$ cat config.mk
export PLATFORM = sky130hd
export DESIGN_NAME = onehot_scan_decoder
export DESIGN_NICKNAME = d
export VERILOG_FILES = /design/src/rtl/onehot_scan_decoder.sv
export SDC_FILE = /design/constraint.sdc
export NUM_CORES = 1
export LEC_CHECK = 0
export ABC_AREA = 1
export CAP_MARGIN = 15
export CORE_MARGIN = 2
export CORE_UTILIZATION = 45
export CTS_CLUSTER_DIAMETER = 30
export CTS_CLUSTER_SIZE = 16
export DETAILED_ROUTE_END_ITERATION = 6
export PLACE_DENSITY = 0.74
export SLEW_MARGIN = 10
export SYNTH_ARGS = -nofsm -noshare
export SYNTH_HDL_FRONTEND = slang
export SYNTH_SLANG_ARGS = --single-unit
$ cat constraint.sdc
create_clock -name clk -period 4.9 [get_ports clk]
set_clock_uncertainty 0.1 [all_clocks]
set_input_delay 0.735 -clock clk [delete_from_list [all_inputs] [get_ports clk]]
set_output_delay 0.735 -clock clk [all_outputs]
set_load 0.03 [all_outputs]
$ cat src/rtl/onehot_scan_decoder.sv
// onehot_scan_decoder: registered N-to-2^N one-hot decoder with direct-select and auto-scan modes.
module onehot_scan_decoder #(
    parameter int SEL_W = 4,
    parameter int DWELL_W = 8,
    localparam int OUT_W = 2 ** SEL_W
) (
    input  logic               clk,
    input  logic               rst,
    input  logic               en,
    input  logic               mode,
    input  logic               load,
    input  logic [SEL_W-1:0]   d_in,
    input  logic [DWELL_W-1:0] dwell,
    output logic [OUT_W-1:0]   y_out,
    output logic [SEL_W-1:0]   sel_out,
    output logic               wrap
);
    typedef enum logic [1:0] {IDLE, DIRECT, SCAN} state_t;
    state_t state, state_nxt;
    logic [SEL_W-1:0] idx_nxt;
    logic [DWELL_W-1:0] dwell_cnt, cnt_nxt;
    logic wrap_nxt;
    always_comb begin
        state_nxt = state;
        idx_nxt = load ? d_in : sel_out;
        cnt_nxt = '0;
        wrap_nxt = 1'b0;
        if (!en) begin
            state_nxt = IDLE;
            idx_nxt = sel_out;
        end else if (state == IDLE) begin
            state_nxt = mode ? SCAN : (load ? DIRECT : IDLE);
        end else if (!mode) begin
            state_nxt = DIRECT;
        end else begin
            state_nxt = SCAN;
            // >= so a dwell lowered under the running count advances at once
            if (state == SCAN && !load) begin
                if (dwell_cnt >= dwell) begin
                    idx_nxt = sel_out + 1'b1;
                    wrap_nxt = &sel_out;
                end else begin
                    cnt_nxt = dwell_cnt + 1'b1;
                end
            end
        end
    end
    always_ff @(posedge clk) begin
        if (rst) begin
            state <= IDLE;
            sel_out <= '0;
            dwell_cnt <= '0;
            y_out <= '0;
            wrap <= 1'b0;
        end else begin
            state <= state_nxt;
            sel_out <= idx_nxt;
            dwell_cnt <= cnt_nxt;
            y_out <= (state_nxt == IDLE) ? '0 : OUT_W'(1) << idx_nxt;
            wrap <= wrap_nxt;
        end
    end
endmodule

Yosys cells after proc, flatten, opt, wreduce, memory -nomap -nowiden

Index checks and enable logic that the tools add are counted.

$lt $le $gt $ge: 1
Muxes and demuxes: 11
Div/mod/pow operators: 0
Reduce and logical (&&, ||, !) cells: 8
Multiply operators: 0
Equality and inequality tests: 1
Add/subtract/negate cells: 2
Bitwise gates (word level): 4
Shift operators: 1

Operators by type and width:

| operator                                          | number |
|---|---|
| two-way mux 4 bit                                 | 6 |
| left shift 1 x 4 -> 16 bit (first input constant) | 1 |
| OR reduction 6 bit                                | 2 |
| adder 8 x 1 -> 8 bit (second input constant)      | 1 |
| >= comparator 8 bit                               | 1 |
| two-way mux 2 bit                                 | 4 |
| adder 4 x 1 -> 4 bit (second input constant)      | 1 |
| zero test 2 bit                                   | 2 |
| NOT 1 bit                                         | 4 |
| AND reduction 4 bit                               | 1 |
| == test 2 bit (second input constant)             | 1 |
| OR reduction 2 bit                                | 1 |
| logical AND 1 bit                                 | 1 |
| zero test 1 bit                                   | 1 |
| two-way mux 1 bit                                 | 1 |

Register bits after elaboration: 31
Bits in latches: 0
Word-level logic and storage cells: 33
Output and inout bits: 21
Bits of input ports: 17
ROM bits: 0
Bits in writable memories: 0
Memories kept: 0

Depth between registers and ports, before layout

Depth after elaboration: 7
Depth in mapped cells: 17

Worst setup path after synthesis

No wires, ideal clock.

Path kind: input -> register
Start point: input dwell[7]
End point: register y_out[8]
Required time: 4.679 ns
Stages: 13
Arrival: 1.989 ns
Path slack: 2.690 ns
Path through: inv_1 > ha_1 > a21o_1 > nor2_1 > nand3_2 > nand3_4 > nand2_1 > nand3_1 > nand2_2 > nand2_1 > inv_2 > nand2_1 > nor2_1

Cells in the longest elaborated chain, start to end: 7

Ends and longest elaborated chain:

| what                       | line | RTL |
|---|---|---|
| from (decl)                | 13   | `input logic [DWELL_W-1:0] dwell,` |
| >= comparator 8 bit        | 39   | `if (dwell_cnt >= dwell) begin` |
| two-way mux 4 bit          | 39   |  |
| two-way mux 4 bit          | 38   | `if (state == SCAN && !load) begin` |
| two-way mux 4 bit          | 33   | `end else if (!mode) begin` |
| two-way mux 4 bit          | 31   | `end else if (state == IDLE) begin` |
| two-way mux 4 bit          | 28   | `if (!en) begin` |
| left shift 1 x 4 -> 16 bit | 59   | `y_out <= (state_nxt == IDLE) ? '0 : OUT_W'(1) << idx_nxt;` |
| to (signal assigned)       | 59   |  |
| to (decl)                  | 14   | `output logic [OUT_W-1:0] y_out,` |

No other way between the ends.
A chain may end at the register's enable or synchronous reset.

Final worst setup path

Start point: input dwell[5]
End point: register y_out[8]

Same word-level chain as after synthesis.

==> results.py <==
metrics = {
    "critical_path": {
        "crit_type": "primary input to register",
        "crit_required_ns": 5.01,
        "end_kind": "register",
        "critical_path_arrival_ns": 2.67,
        "cp_max_fo": 8,
        "cp-start-kind": "primary input",
    },
    "clock_tree": {
        "clock_sinks": 31,
        "hold_buffers": 0,
        "root_buffer": "clkbuf_4",
        "cts_buffer_depth": 2,
        "clk_pin_slew_worst_paths_ns": 0.09,
        "numCtsBuffers": 5,
        "insertion_delay_ns": 0.33,
        "cts-resized-gates": 0,
        "cts_htree_levels": 2,
        "post_cts_buffers": 0,
        "cts_tree": "built",
    },
    "sta": {
        "worst_slew_pin_slew_ns": 0.373,
        "fin_tns_setup_ns": 0,
        "slew_viol_final": 0,
        "hold_violations": 0,
        "setup_ws_ns": 2.34,
        "fmax_mhz": 390,
        "rsz0062_at_grt": "false",
        "whs_ns": 0.372,
        "relSlewSlack_pct": 75.1,
        "period_share_pct": 52.3,
        "fin_crit_ns": 2.56,
        "setup_viol": 0,
    },
    "power": {
        "peakVddDrop_uv": 178,
        "power_leakage_uw": 0.000892,
        "power_density_mw_per_mm2": 275,
        "p_total_uw": 547,
    },
    "routing": {
        "drt-initial-drc-count": 22,
        "totalWireLength_mm": 2.87,
        "ant_nets": 0,
        "drc": 0,
        "dr.pass1.iters": 4,
        "wl_per_cell_um": 10.1,
        "viasPerCell": 4.54,
        "num_vias": 1289,
    },
    "logic_synthesis": {
        "ys_async_sr_fraction_pct": 0,
        "synth.largest_area_cell": "dfxtp_1",
        "synth_nets": 225,
        "ys_warn_count": 0,
        "synth_edf_count": 0,
        "yosysSeqAreaShare_pct": 41.4,
        "synth_flop_cell": "dfxtp_1",
        "synth_area_mm2": 0.00150,
        "ys_types": 26,
        "avgSynthCellArea_um2": 7.57,
        "synth_cells": 198,
        "synth_top_area_share_pct": 41.4,
        "synth_area_leaders": "dfxtp_1 41%, nand2_1 10%, nor2_1 10%",
        "yosys_register_bits": 31,
    },
    "status": {
        "status": "completed",
    },
    "cells_and_area": {
        "fill_cells": 308,
        "area_delta_synth_final_pct": 32.8,
        "fin_area_mm2": 0.00199,
        "layout-drive-gt1-share_pct": 8.33,
        "insertedDiodeCount": 0,
        "layout.nets": 266,
    },
    "grt": {
        "grt_pass1_wl_mm": 4.75,
        "grt_max_degree": 11,
        "grt_pass1_vias": 1171,
        "grt_use_total_pct": 17.1,
        "overflow": 0,
        "antenna_found_initial": 0,
    },
    "place": {
        "dp_hpwl_mm": 2.20,
        "pre_cts_ws_ns": 1.98,
        "port_buffers": 37,
        "place_congestion": 0.851,
        "placed_area_mm2": 0.00190,
    },
    "worst_hold_path": {
        "min_path_type": "register to register",
    },
    "floorplanning": {
        "die_area_mm2": 0.00381,
        "rows": 20,
        "io_pins": 38,
        "die_y_um": 61.7,
        "start_util_pct": 48.3,
        "core-area_mm2": 0.00310,
        "die_width_um": 61.7,
    },
    "run": {
        "drv_cap": 0,
    },
}
-- state kept, by name, indices dropped and copies added, names as in the netlist --
signal     count
sel_out        4
state          2
dwell_cnt      8
wrap           1
y_out         16
-- synthesized netlist by cell type (2+ instances only) --
cell type,n
nand3_1,8
dfxtp_1,31
nand4_1,6
a21oi_1,2
nand3_4,2
o21ai_0,6
xor2_1,5
inv_1,28
nor2_1,40
ha_1,10
inv_2,2
nand2_1,41
nand2_2,4
-- final cells by class --
type                       count  area, um2  share of cell area (%)
clock buffer                   6       51.3                    2.58
clock inverter                 2       35.0                    1.76
timing repair buffer          37        370                    18.6
multi-input combinational    134        746                    37.5
sequential                    31        621                    31.2
tap                           44       55.1                    2.77
inverter                      30        113                    5.66
-- where the power goes --
group / internal [uW] / total (uW) / switching (uW) / leakage [uW]
clock: 121 / 206 / 85.9 / 0.0000482
combinational: 33.4 / 78.9 / 45.5 / 0.000593
sequential: 257 / 262 / 4.76 / 0.000251
total: 411 / 547 / 136 / 0.000892
-- logic make-up (layout without fill, tap and decap cells) --
| family | Yosys count | count (layout) | synth area share, % |
|---|---|---|---|
| AOI/OAI and AO/OA | 11 | 11 | 4.84 |
| DFF | 31 | 31 | 41.4 |
| adders and majority gates | 10 | 10 | 8.35 |
| xor gates and xnor gates | 6 | 6 | 3.51 |
| buffers and inverters | 33 | 75 | 8.85 |
| and+or+nand+nor | 107 | 107 | 33.1 |
-- placed cells by master (no fill, tap or decap) --
| cell | count |
|---|---|
| nor3b_4 | 1 |
| clkbuf_4 | 5 |
| inv_1 | 28 |
| o21ai_2 | 1 |
| nand2_2 | 4 |
| a21oi_1 | 2 |
| bufinv_16 | 1 |
| o21ai_0 | 6 |
| clkdlybuf4s50_1 | 37 |
| nor3_1 | 1 |
| nand3_2 | 1 |
| ha_1 | 10 |
| xor2_1 | 5 |
| a21oi_4 | 1 |
| clkbuf_8 | 1 |
| xnor2_1 | 1 |
| clkinv_2 | 1 |
| nor3b_1 | 1 |
| a21o_1 | 1 |
| nand2_1 | 41 |
| dfxtp_1 | 31 |
| nand3_4 | 2 |
| nand4_1 | 6 |
| nand3_1 | 8 |
| nor2_1 | 40 |
| or2_1 | 1 |
| nor4_1 | 1 |
| inv_2 | 2 |
-- routing by layer --
metal | wire (um) | global-route usage (%)
met5 | 0 | 0
met4 | 45 | 5.47
met3 | 161 | 4.97
met2 | 1250 | 27.5
met1 | 1410 | 22.2
-- path summary, 6_finish.rpt --
kind                            depth (start not counted)                 endpoint  slack, ns                     from
worst max-delay path                                   13      y_out[8]$_SDFF_PP0_       2.34                 dwell[5]
worst min-delay path                                    1  dwell_cnt[0]$_SDFF_PP0_       0.37  dwell_cnt[0]$_SDFF_PP0_
worst max register to register                         11      y_out[8]$_SDFF_PP0_       2.87  dwell_cnt[5]$_SDFF_PP0_
worst min register to register                          1  dwell_cnt[0]$_SDFF_PP0_       0.37  dwell_cnt[0]$_SDFF_PP0_
-- worst max-delay path, cell delays in order --
cell and delay [ns]:
clkdlybuf4s50_1 0.45, inv_1 0.04, ha_1 0.29, a21oi_1 0.13, nor2_1 0.05, nor2_1 0.11
nand3_2 0.19, nand3_4 0.14, nand2_1 0.06, nand3_1 0.07, nand2_1 0.07, nand2_1 0.23
nor2_1 0.09
-- stage by stage --
| stage | utilization, % | instances |
|---|---|---|
| final | 64.2 | 284 |
| after floorplan | - | 198 |
| after CTS | 64.2 | 284 |
| after global placement | 61.4 | 276 |
| after detailed placement | 61.4 | 276 |
| after global routing | 64.2 | 284 |
(Power assumes the default switching activity.)
